$ cat config.mk
export PLATFORM = sky130hd
export DESIGN_NAME = arbiter_rr
export DESIGN_NICKNAME = d
export VERILOG_FILES = /design/src/rtl/arb_pkg.sv /design/src/rtl/arb_pkg_rr_picker.sv /design/src/rtl/arbiter_rr.sv
export SDC_FILE = /design/constraint.sdc
export NUM_CORES = 1
export LEC_CHECK = 0
export CORE_AREA = 2 2 535 537
export DETAILED_ROUTE_END_ITERATION = 10
export DIE_AREA = 0 0 537 539
export HOLD_SLACK_MARGIN = 0.12
export SETUP_SLACK_MARGIN = 0.02
export SLEW_MARGIN = 20
export SYNTH_ARGS = -nofsm -noshare
export SYNTH_HDL_FRONTEND = slang
export SYNTH_SLANG_ARGS = --single-unit
$ cat constraint.sdc
create_clock -name clk -period 9.6 [get_ports clk]
set_clock_uncertainty 0.15 [all_clocks]
set_input_delay 0.96 -clock clk [delete_from_list [all_inputs] [get_ports clk]]
set_output_delay 0.96 -clock clk [all_outputs]
set_load 0.005 [all_outputs]
$ cat src/rtl/arb_pkg.sv
// Shared types and helpers for the round-robin L2 arbiter.
package arb_pkg;

  typedef enum logic [1:0] {
    IDLE = 2'd0,
    BUSY = 2'd1,
    GAP  = 2'd2
  } arb_state_t;

  // Index width that never collapses to zero bits, even for a single port.
  function automatic int clog2_min1(input int n);
    return (n <= 2) ? 1 : $clog2(n);
  endfunction

endpackage

$ cat src/rtl/arb_pkg_rr_picker.sv
// Combinational winner selection: first requester at or after the pointer.
// ARB_FIXED_PRIORITY_EN switches to lowest-index-wins and drops the pointer input.
module rr_picker
  import arb_pkg::*;
#(
  parameter int NUM_PORTS = 2,
  parameter int IDW       = 1
) (
  input  logic [NUM_PORTS-1:0] i_req,
`ifndef ARB_FIXED_PRIORITY_EN
  input  logic [IDW-1:0]       i_ptr,
`endif
  output logic [IDW-1:0]       o_winner,
  output logic                 o_valid
);

  always_comb begin : pick
    int w_off;
    int w_best;
    o_winner = '0;
    o_valid  = 1'b0;
    w_off    = 0;
    w_best   = NUM_PORTS;
    for (int j = 0; j < NUM_PORTS; j++) begin
`ifdef ARB_FIXED_PRIORITY_EN
      w_off = j;
`else
      // Distance from the pointer going upward with wrap; smallest distance wins.
      w_off = j - int'(i_ptr);
      if (w_off < 0) w_off = w_off + NUM_PORTS;
`endif
      if (i_req[j] && (w_off < w_best)) begin
        w_best   = w_off;
        o_winner = IDW'(j);
        o_valid  = 1'b1;
      end
    end
  end

endmodule

$ cat src/rtl/arbiter_rr.sv
// N-port round-robin arbiter onto a single L2 port; captured request held for the
// whole L2 transaction. Define ARB_FIXED_PRIORITY_EN for lowest-index-wins arbitration.
module arbiter_rr
  import arb_pkg::*;
#(
  parameter int NUM_PORTS  = 2,
  parameter int ADDR_WIDTH = 32,
  parameter int LINE_WIDTH = 256,
  parameter int IDW        = clog2_min1(NUM_PORTS)
) (
  input  logic                            clk,
  input  logic                            rst,
  input  logic [NUM_PORTS-1:0]            port_read,
  input  logic [NUM_PORTS-1:0]            port_write,
  input  logic [NUM_PORTS*ADDR_WIDTH-1:0] port_addr,
  input  logic [NUM_PORTS*LINE_WIDTH-1:0] port_wdata,
  output logic [NUM_PORTS-1:0]            port_resp,
  output logic [LINE_WIDTH-1:0]           port_rdata,
  input  logic                            L2_resp,
  input  logic [LINE_WIDTH-1:0]           L2_rdata,
  output logic                            L2_read,
  output logic                            L2_write,
  output logic [ADDR_WIDTH-1:0]           L2_addr,
  output logic [LINE_WIDTH-1:0]           L2_wdata,
  output logic [IDW-1:0]                  grant_id,
  output logic                            busy
);

  arb_state_t            r_state;
  arb_state_t            w_state_next;
  logic                  r_rd;
  logic                  r_wr;
  logic [ADDR_WIDTH-1:0] r_addr;
  logic [LINE_WIDTH-1:0] r_wdata;
  logic [IDW-1:0]        r_grant;

  logic [NUM_PORTS-1:0]  w_req;
  logic [IDW-1:0]        w_winner;
  logic                  w_valid;
  logic                  w_take;
  logic                  w_resp_fire;
  logic                  w_sel_rd;
  logic                  w_sel_wr;
  logic [ADDR_WIDTH-1:0] w_sel_addr;
  logic [LINE_WIDTH-1:0] w_sel_wdata;

  assign w_req = port_read | port_write;

`ifdef ARB_FIXED_PRIORITY_EN
  rr_picker #(
    .NUM_PORTS (NUM_PORTS),
    .IDW       (IDW)
  ) u_picker (
    .i_req    (w_req),
    .o_winner (w_winner),
    .o_valid  (w_valid)
  );
`else
  logic [IDW-1:0] r_rr_ptr;
  logic [IDW-1:0] w_ptr_next;

  rr_picker #(
    .NUM_PORTS (NUM_PORTS),
    .IDW       (IDW)
  ) u_picker (
    .i_req    (w_req),
    .i_ptr    (r_rr_ptr),
    .o_winner (w_winner),
    .o_valid  (w_valid)
  );

  assign w_ptr_next = (int'(w_winner) == NUM_PORTS - 1) ? '0 : w_winner + IDW'(1);

  always_ff @(posedge clk or posedge rst) begin
    if (rst) begin
      r_rr_ptr <= '0;
    end else if (w_take) begin
      r_rr_ptr <= w_ptr_next;
    end
  end
`endif

  // Select the winning port's request fields; compare-based to keep any port count legal.
  always_comb begin
    w_sel_rd    = 1'b0;
    w_sel_wr    = 1'b0;
    w_sel_addr  = '0;
    w_sel_wdata = '0;
    for (int j = 0; j < NUM_PORTS; j++) begin
      if (w_winner == IDW'(j)) begin
        w_sel_rd    = port_read[j];
        w_sel_wr    = port_write[j];
        w_sel_addr  = port_addr[j*ADDR_WIDTH +: ADDR_WIDTH];
        w_sel_wdata = port_wdata[j*LINE_WIDTH +: LINE_WIDTH];
      end
    end
  end

  assign w_take      = (r_state == IDLE) && w_valid;
  assign w_resp_fire = (r_state == BUSY) && L2_resp;

  always_comb begin
    w_state_next = r_state;
    case (r_state)
      IDLE:    if (w_valid) w_state_next = BUSY;
      BUSY:    if (L2_resp) w_state_next = GAP;
      GAP:     w_state_next = IDLE;
      default: w_state_next = IDLE;
    endcase
  end

  always_ff @(posedge clk or posedge rst) begin
    if (rst) begin
      r_state <= IDLE;
      r_rd    <= 1'b0;
      r_wr    <= 1'b0;
      r_addr  <= '0;
      r_wdata <= '0;
      r_grant <= '0;
    end else begin
      r_state <= w_state_next;
      if (w_take) begin
        r_rd    <= w_sel_rd;
        r_wr    <= w_sel_wr;
        r_addr  <= w_sel_addr;
        r_wdata <= w_sel_wdata;
        r_grant <= w_winner;
      end
    end
  end

  // L2 side sees only the captured request, and only while BUSY.
  assign L2_read    = (r_state == BUSY) && r_rd;
  assign L2_write   = (r_state == BUSY) && r_wr;
  assign L2_addr    = r_addr;
  assign L2_wdata   = r_wdata;
  assign grant_id   = r_grant;
  assign busy       = (r_state != IDLE);
  assign port_rdata = w_resp_fire ? L2_rdata : '0;

  generate
    for (genvar gi = 0; gi < NUM_PORTS; gi++) begin : g_resp
      assign port_resp[gi] = w_resp_fire && (r_grant == IDW'(gi));
    end
  endgenerate

  always @(posedge clk) begin
    if (!rst && w_take) begin
      assert (!(w_sel_rd && w_sel_wr))
      else $error("arbiter_rr: port %0d has read and write high together", w_winner);
    end
  end

endmodule

[Yosys cells after proc, flatten, opt, wreduce, memory -nomap -nowiden]
Index checks and enable logic that the tools add are counted.
Storage, ports and cells
  word-level logic and storage cells: 47
  register bits: 294
  output and inout port bits: 550
Operators by class
  $lt $le $gt $ge: 4
  mux-type cells: 15
  add/subtract/negate cells: 5
  equality and inequality tests: 3
  reduce and logical (&&, ||, !) cells: 11
  bitwise gates (word level): 2
Operators with widths (count)
  $mux 256: 2
  $mux 32: 4
  $add 32x3->32 const B: 2
  $lt 32x1->1 const B: 2
  $lt 32x3->1 const B: 1
  $lt 32x32->1: 1
  $logic_and 1x1->1: 8
  $mux 1: 6
  $mux 2: 2
  $ne 2x2->1 const B: 2
  $pmux 2 s2: 1
  $sub 1x1->2 const A: 2
  $eq 2x1->1 const B: 1
  $logic_not 2->1: 1
  $or 2x2->2: 1
  $reduce_and 2->1: 1
  $reduce_bool 2->1: 1
  $add 1x1->1 const B: 1
  $not 1->1: 1

[Depth between registers and ports, before layout]
Gate-level depths: netlist (run 1).
  depth after elaboration: 11
  gate-level depth with buffers: 6
  mapped depth without buffers: 3

[Cells and area by module]
Synthesis (run 1) repeated with hierarchy kept, for this count alone.
Unflattened totals
  cell total of the unflattened synthesis: 1242
  area, all modules: 16339.4 µm²
Modules (own cells, without submodules)
  arbiter_rr: instances 1, area each 16321.9 µm², cells each 1239
  rr_picker: instances 1, area each 17.5 µm², cells each 3

[Worst setup path before layout (run 1)]
Ideal clock, no wire load.
  path kind: input to output
  start: input L2_resp
  end: output port_rdata[100]
  required time: 8.490 ns
  cell stages on the path: 4
  arrival time: 1.799 ns
  setup slack: 6.691 ns
  path buffers: 3
  path through: clkbuf_1 clkbuf_1 clkbuf_1 and3_1
Between the ends
  cells in the longest elaborated chain, start to end: 2
Ends and longest elaborated chain
  start: declaration: RTL line arbiter_rr.sv:19  | input logic L2_resp,
  $logic_and 1x1->1: RTL line arbiter_rr.sv:100  | assign w_resp_fire = (r_state == BUSY) && L2_resp;
  $mux 256: RTL line arbiter_rr.sv:139  | assign port_rdata = w_resp_fire ? L2_rdata : '0;
  end: declaration: RTL line arbiter_rr.sv:18  | output logic [LINE_WIDTH-1:0] port_rdata,
Every way passes these cells.

[Final worst setup path (run 1)]
  start: input L2_resp
  end: output port_resp[0]
Between the ends
  cells in the longest elaborated chain, start to end: 2
Ends and longest elaborated chain
  $logic_and 1x1->1: RTL line arbiter_rr.sv:100
  $logic_and 1x1->1: RTL line arbiter_rr.sv:143  | assign port_resp[gi] = w_resp_fire && (r_grant == IDW'(gi));
  end: declaration: RTL line arbiter_rr.sv:17  | output logic [NUM_PORTS-1:0] port_resp,
Every way passes these cells.

==> flow_summary.toml, run 1 <==
[cts]
cts_made_buffers = 44
clk_path_buf_depth = 3
post_cts_buffers = 0
cts_resized = 0
ctsHoldBuffers = 0
clkTransAtPathRegs_ps = 50
htree_levels = 2
root_buffer = "clkbuf_16"
cts_tree = "built"
clock-sinks = 294
insertion_delay_ps = 660

[timing]
period_needed_ps = 4280
tightest_slew_ps = 1070
slew_violations = 0
setup_viol = 0
setup_ws_ps = 5320
maxSlewHeadroom = 0.285
tns_ps = 0
rsz0062_at_grt = "false"
finalCritPeriodShare = 0.446
hold_violations = 0
fmax_mhz = 233

[routing]
antenna_left = 0
wirelength_mm = 207
via_per_inst = 3.01
wl_per_cell_um = 31.9
drc = 0
via_count = 19572
drtIter0Drc = 1490
dr.pass1.iters = 5

[placed_design]
dp.cells = 6324
gp_congestion = 0.958
numPortBuffers = 1388
post-place-ws_ps = 5040
hpwl_mm = 178
dpl_cell_area_um2 = 33100

[synthesis]
syn_area_per_cell_um2 = 11.3
synth_top_area_cell = "dfrtp_1"
ys.flop_type = "dfrtp_1"
ys_seq_elements = 294
synth_area_leaders = "dfrtp_1 (49%), a221o_1 (19%), and3_1 (11%)"
synth_commonest_cells = "dfrtp_1 (294), a221o_1 (290), and3_1 (259)"
async_flop_share = 1.00
synth_nets = 2176
syn_inst = 1337
yosysWarnings = 0
ys_seq_area_frac = 0.486
synth_area_um2 = 15100
synth_top_area_frac = 0.486
synth_edf_count = 0
ys_types = 22
synth.most_common_cell = "dfrtp_1"

[grt]
antenna_found_initial = 186
grt_max_degree = 262
grtUsageTotal = 0.136
grt_overflow = 0
grt_pass1_vias = 19432
grt_pass1_wl_mm = 249

[final_layout]
drive_above_1_share = 0.0424
syn_to_final_growth_pct = 131
final_util = 0.123
finalNetCount = 3448
fillers = 32104
layout.cells.non_filler = 6494
final_area_um2 = 34900
multi_input_area_um2 = 6840
seqCellArea_um2 = 7360

[power]
p_per_area_nw_per_um2 = 281
power_leakage_nw = 13.1
ir_drop_mv = 0.168

[die]
die_area_um2 = 289000
ios = 1389
rows = 196
die_w_um = 537
core_um2 = 284000
initial_core_util = 0.0533
die_h_um = 539

[worst_setup_path]
criticalPathCategory = "in -> out"
crit_path_start_kind = "input port"
rrSetupSlack_ps = 5620
critPathRequiredTime_ps = 8490
cp_max_fo = 113
cp.arrival_ps = 3170
endpoint_kind = "output port"

[run]
drv_cap = 0

[outcome]
status = "finished clean"

[worst_hold_path]
hold_class = "reg -> reg"
[cells in the final DEF (no fill, tap or decap), types with 2 or more instances in the layout]
cell | synthesis | routed
clkinvlp_4 | 0 | 5
a21boi_2 | 5 | 5
o21ai_0 | 3 | 3
bufinv_16 | 0 | 5
clkbuf_16 | 0 | 44
inv_8 | 0 | 3
buf_4 | 0 | 14
inv_1 | 3 | 2
and2_1 | 3 | 3
inv_6 | 0 | 5
a221o_1 | 290 | 290
clkinv_2 | 0 | 4
a21boi_1 | 205 | 205
dfrtp_1 | 294 | 294
clkbuf_1 | 130 | 3
clkinv_4 | 0 | 3
clkbuf_8 | 0 | 7
and3_1 | 259 | 259
diode_2 | 0 | 90
clkdlybuf4s50_1 | 0 | 1387
a21boi_0 | 78 | 78
buf_16 | 0 | 2
a21o_1 | 2 | 2
buf_12 | 2 | 8
[per-layer routing]
| layer | vias to the layer above | routed length [µm] | track usage |
|---|---|---|---|
| met5 | - | 471 | 0 |
| met4 | 72 | 7170 | 0.0463 |
| met3 | 334 | 21500 | 0.0520 |
| met2 | 1380 | 90600 | 0.211 |
| met1 | 9758 | 87200 | 0.171 |
| li1 | 8028 | - | - |
[metrics by stage]
stage / power (mW) / hold WS (ps)
floorplan: 4.10 / 321
global placement: 8.03 / 378
detailed placement: 8.04 / 381
CTS: 10.0 / 393
global route: 10.3 / 413
finish: 9.80 / 377
[power breakdown]
part / leakage (nW) / total (mW) / internal, mW / switching, mW
Sequential: 3.63 / 2.46 / 1.86 / 0.603
Combinational: 8.72 / 5.53 / 2.64 / 2.89
Clock: 0.738 / 1.81 / 1.04 / 0.774
[worst paths after layout]
kind | startpoint | to | cells after the start
worst min register to register | r_wr | r_wr | 1
max in group asynchronous | rst | L2_wdata[9] | 3
worst max register to register | r_state[1] | L2_wdata[196] | 7
worst min-delay path | r_wr | r_wr | 1
worst max-delay path | L2_resp | port_resp[0] | 6
min in group asynchronous | rst | L2_wdata[239] | 2
[cells by family after synthesis]
group | Yosys count | share of synthesized area
AO/OA/AOI/OAI | 584 | 0.339
AND/OR/NAND/NOR | 270 | 0.112
buffers and inverters | 189 | 0.0630
flip-flops | 294 | 0.486
[state kept, by name, summed over array words and instances (netlist names)]
| signal | cells |
|---|---|
| L2_wdata | 256 |
| L2_addr | 32 |
| r_state | 2 |
| grant_id | 1 |
| r_rd | 1 |
| r_rr_ptr | 1 |
| r_wr | 1 |
[layout make-up]
type	instances	area share
antenna	90	0.00646
tap	3762	0.135
multi-input combinational	854	0.196
clock inverter	25	0.00907
sequential	294	0.211
clock buffer	54	0.0346
inverter	3	0.000538
timing repair buffer	1412	0.407
[worst max-delay path: stages]
cell,delay (ps)
buf_6,280
buf_4,410
buf_16,300
and2_1,350
nor2b_1,190
clkdlybuf4s50_1,530
No activity file was read; power rests on OpenSTA's default activity.
==> run 2, diff against run 1 <==
--- a/config.mk
+++ b/config.mk
@@ -5,9 +5,9 @@
 export SDC_FILE = /design/constraint.sdc
 export NUM_CORES = 1
 export LEC_CHECK = 0
-export CORE_AREA = 2 2 535 537
+export CORE_AREA = 2 2 540 542
 export DETAILED_ROUTE_END_ITERATION = 10
-export DIE_AREA = 0 0 537 539
+export DIE_AREA = 0 0 542 544
 export HOLD_SLACK_MARGIN = 0.12
 export SETUP_SLACK_MARGIN = 0.02
 export SLEW_MARGIN = 20
==> constraint.sdc (replaced) <==
create_clock -name clk -period 4.5 [get_ports clk]
set_clock_uncertainty 0.15 [all_clocks]
set_input_delay 0.45 -clock clk [delete_from_list [all_inputs] [get_ports clk]]
set_output_delay 0.45 -clock clk [all_outputs]
set_load 0.005 [all_outputs]
==> flow_summary.toml, run 2 (synthesis gave the netlist of run 1 again) <==
[final_layout]
final_cell_mix = "clkdlybuf4s50_1 (1,387), dfrtp_1 (294), a221o_1 (290)"
seqCellArea_um2 = 7360
syn_to_final_growth_pct = 132
largest_reg_flops = 256
fillers = 32863
drive_above_1_share = 0.0542
multi_input_area_um2 = 6840
finalNetCount = 3487
layout.cells.non_filler = 6592
final_area_um2 = 35200
final_common_cell = "clkdlybuf4s50_1"

[worst_setup_path]
rrSetupSlack_ps = 1880
crit_path_start_kind = "register"
worstSetupStartpoint = "r_state[0]"
crit_family = "buffers and inverters"
r2r_end = "L2_wdata[210]"
ff2ff_path_depth = 6
cp.arrival_ps = 3160
critPathRequiredTime_ps = 3900
path_depth = 5
crit_slowest_cell = "clkdlybuf4s50_1"
endpoint_kind = "output port"
endpoint = "port_rdata[238]"
criticalPathCategory = "reg -> out"
slowest_delay_ps = 530
path_cells = "nor2b_4, buf_12, buf_4, and3_1, clkdlybuf4s50_1"
crit_buf_inv = 3
cp_max_fo = 208
reg2reg_from = "r_state[1]"

[power]
power_leakage_nw = 13.2
p_per_area_nw_per_um2 = 596
ir_drop_mv = 0.417

[worst_hold_path]
hold_class = "in -> async"

[outcome]
status = "finished clean"

[grt]
grtUsageTotal = 0.140
antenna_found_initial = 196
grt_pass1_vias = 19396
grt_max_degree = 209
grt_overflow = 0
grt_pass1_wl_mm = 258

[placed_design]
dp.cells = 6406
hpwl_mm = 191
numPortBuffers = 1388
gp_congestion = 0.955
dpl_cell_area_um2 = 33600

[timing]
fmax_mhz = 266
rsz0062_at_grt = "false"
maxSlewHeadroom = 0.338
hold_violations = 0
finalCritPeriodShare = 0.835
slew_violations = 0
tightest_slew_ps = 992
period_needed_ps = 3760
setup_viol = 0

[cts]
clkTransAtPathRegs_ps = 60
clk_path_buf_depth = 3
post_cts_buffers = 0
clock-sinks = 294
insertion_delay_ps = 660
cts_made_buffers = 40
htree_levels = 2
cts_tree = "built"
ctsHoldBuffers = 0
root_buffer = "clkbuf_16"
cts_resized = 0

[routing]
antenna_left = 0
met3_length_mm = 25.1
dr.pass1.iters = 5
via_per_inst = 3.02
drc = 0
wl_per_cell_um = 32.9
via_count = 19928
wirelength_mm = 217
drtIter0Drc = 1719
top_layer = "met5"
dr_wl_met2_mm = 96.4
met1Wirelength_mm = 82.7

[die]
die_w_um = 542
core_um2 = 289000
die_h_um = 544
die_area_um2 = 295000
initial_core_util = 0.0523
rows = 198
ios = 1389

[run]
drv_cap = 0
-- run 2: cell count changes in the layout (fill, tap and decap cells not counted), sizes merged --
cell / change
clkbuf: -2
bufinv: -4
diode: +26
inv: -4
buf: +43
clkinv: +1
-- run 2: routing by layer --
metal  up-vias  global-route usage
met5         -                   0
met4       136              0.0679
met3       469              0.0685
met2      1411               0.221
met1      9797               0.157
li1       8115                   -
-- run 2: through the flow --
stage / power (mW) / setup WS (ps) / hold slack, ps / util / TNS [ps]
after floorplan: 8.75 / -3.13 / 321 / - / -921
after global placement: 17.6 / 1470 / 382 / 0.116 / 0
after detailed placement: 17.6 / 1440 / 404 / 0.116 / 0
final: 21.0 / 743 / 189 / 0.122 / 0
after CTS: 21.2 / 677 / 159 / 0.121 / 0
after global routing: 21.9 / 549 / 191 / 0.121 / 0
-- run 2: power breakdown --
group	leakage (nW)	total (mW)	internal, mW	switching, mW
Sequential	3.63	5.12	3.96	1.15
Combinational	8.95	12.5	5.79	6.70
Clock	0.639	3.34	1.86	1.48
Total	13.2	21.0	11.6	9.33
-- run 2: worst min-delay path by stage --
stage	startpoint	endpoint	slack, ps
3_3_place_gp	r_rr_ptr	r_rr_ptr	380
4_1_cts	port_wdata[373]	L2_wdata[117]	160
6_report	rst	L2_wdata[121]	190
3_5_place_dp	r_rr_ptr	r_rr_ptr	400
2_1_floorplan	r_rd	r_rd	320
5_1_grt	rst	L2_wdata[121]	190
-- run 2: layout make-up --
class                   instances  share of cell area
repair buffers               1455               0.415
clock buffers                  52              0.0327
inverters                       3            0.000427
flip-flops and latches        294               0.209
well taps                    3800               0.135
clock inverters                18             0.00448
multi-input cells             854               0.195
diodes                        116             0.00826
==> run 3, diff against run 2 <==
--- a/config.mk
+++ b/config.mk
@@ -5,9 +5,9 @@
 export SDC_FILE = /design/constraint.sdc
 export NUM_CORES = 1
 export LEC_CHECK = 0
-export CORE_AREA = 2 2 540 542
+export CORE_AREA = 2 2 535 537
 export DETAILED_ROUTE_END_ITERATION = 10
-export DIE_AREA = 0 0 542 544
+export DIE_AREA = 0 0 537 539
 export HOLD_SLACK_MARGIN = 0.12
 export SETUP_SLACK_MARGIN = 0.02
 export SLEW_MARGIN = 20
==> constraint.sdc (replaced) <==
create_clock -name clk -period 3.3 [get_ports clk]
set_clock_uncertainty 0.15 [all_clocks]
set_input_delay 0.33 -clock clk [delete_from_list [all_inputs] [get_ports clk]]
set_output_delay 0.33 -clock clk [all_outputs]
set_load 0.005 [all_outputs]
==> flow_summary.toml, run 3 (synthesis gave the netlist of run 1 again) <==
[outcome]
status = "finished clean"

[die]
die_h_um = 539
rows = 196
initial_core_util = 0.0533
core_um2 = 284000
die_w_um = 537
die_area_um2 = 289000
ios = 1389

[cts]
cts_tree = "built"
cts_made_buffers = 44
clock-sinks = 294
root_buffer = "clkbuf_16"
insertion_delay_ps = 640
clkTransAtPathRegs_ps = 60
clk_path_buf_depth = 3
htree_levels = 2

[timing]
fmax_mhz = 319
tightest_slew_ps = 897
hold_violations = 0
finalCritPeriodShare = 0.950
rsz0062_at_grt = "false"
setup_viol = 0
period_needed_ps = 3130
maxSlewHeadroom = 0.402
slew_violations = 0

[routing]
wirelength_mm = 209
antenna_left = 0
dr.pass1.iters = 5
wl_per_cell_um = 29.8
via_per_inst = 3.11
via_count = 21728
drtIter0Drc = 1390
drc = 0

[final_layout]
final_common_cell = "clkdlybuf4s50_1"
syn_to_final_growth_pct = 165
final_cell_mix = "clkdlybuf4s50_1 (1,362), dlygate4sd3_1 (461), dfrtp_1 (294)"
largest_reg_flops = 256
finalNetCount = 3955
layout.cells.non_filler = 6995
final_util = 0.141
drive_above_1_share = 0.0556

[grt]
grt_pass1_wl_mm = 254
grtUsageTotal = 0.137
grt_max_degree = 87
antenna_found_initial = 177
grt_pass1_vias = 21805
grt_overflow = 0

[power]
power_leakage_nw = 15.6
p_per_area_nw_per_um2 = 792
ir_drop_mv = 0.698

[worst_setup_path]
cp_max_fo = 42
ff2ff_path_depth = 7
critPathRequiredTime_ps = 2820
r2r_end = "L2_wdata[231]"
cp.arrival_ps = 2650
rrSetupSlack_ps = 370
reg2reg_from = "r_state[1]"
crit_path_start_kind = "register"
criticalPathCategory = "reg -> out"
endpoint_kind = "output port"

[placed_design]
gp_congestion = 1.01
hpwl_mm = 177
dp.cells = 6365
numPortBuffers = 1388

[worst_hold_path]
hold_class = "in -> reg"
holdPathStages = 2
whs_endpoint = "L2_wdata[94]"
worstHoldStart = "port_wdata[94]"

[run]
drv_cap = 0
-- run 3: cell count changes in the layout (fill, tap and decap cells not counted), moves of 4 or more --
cell	before	now
dlygate4sd3_1	0	461
diode_2	116	83
clkdlybuf4s50_1	1387	1362
buf_12	16	31
buf_4	51	56
clkbuf_1	4	8
clkbuf_16	42	46
clkinv_4	1	5
-- run 3: where the power goes --
| group | leakage [nW] | internal [mW] | total [mW] | switching [mW] |
|---|---|---|---|---|
| sequential | 3.63 | 5.40 | 7.24 | 1.84 |
| combinational | 11.2 | 10.2 | 19.4 | 9.27 |
| clock | 0.728 | 2.94 | 5.04 | 2.10 |
| total | 15.6 | 18.5 | 31.7 | 13.2 |
-- run 3: critical path: stages (launching register included) --
cell             delay, ps
dfrtp_1                410
nor2b_4                260
buf_12                 210
buf_16                 230
and3_1                 220
clkdlybuf4s50_1        590
-- run 3: metrics by stage --
step	power, mW	TNS (ps)	worst slack (ps)	cell area, µm²	hold WS (ps)
3_3_place_gp	23.9	0	600	33600	356
4_1_cts	32.0	0	22.7	39800	120
6_report	31.7	0	165	40100	189
2_1_floorplan	11.9	-318440	-1080	15100	321
3_5_place_dp	23.9	0	564	33600	362
5_1_grt	33.3	0	32.7	40000	133
-- run 3: final cells by class --
class,count,area [µm²]
tap,3762,4710
antenna,83,208
clock inverter,22,254
timing repair buffer,1919,19500
clock buffer,58,1220
multi-input combinational,854,6840
inverter,3,15.0
sequential,294,7360
fill,31785,244000
-- run 3: worst max path at each step --
stage,start,end,depth (start not counted)
2_1_floorplan,rst,L2_addr[0],1
3_3_place_gp,r_state[0],port_rdata[75],5
3_5_place_dp,r_state[0],port_rdata[75],5
4_1_cts,r_state[1],port_rdata[132],5
5_1_grt,r_state[0],port_rdata[252],4
6_report,r_state[0],port_rdata[35],5
-- run 3: metal layers --
layer / GRT usage / wire length [µm] / vias up
met3: 0.0635 / 23200 / 388
met1: 0.169 / 88100 / 10758
met4: 0.0540 / 9940 / 86
li1: - / - / 9018
met5: 0 / 575 / -
met2: 0.204 / 86800 / 1478
-- run 3: repair_timing --
item	CTS	global route
cloned	2	1
buffers inserted	1	2
endpoints found under the setup margin	71	6
hold buffers	461	0
resized for setup	3	3
endpoints found under the hold margin	304	0
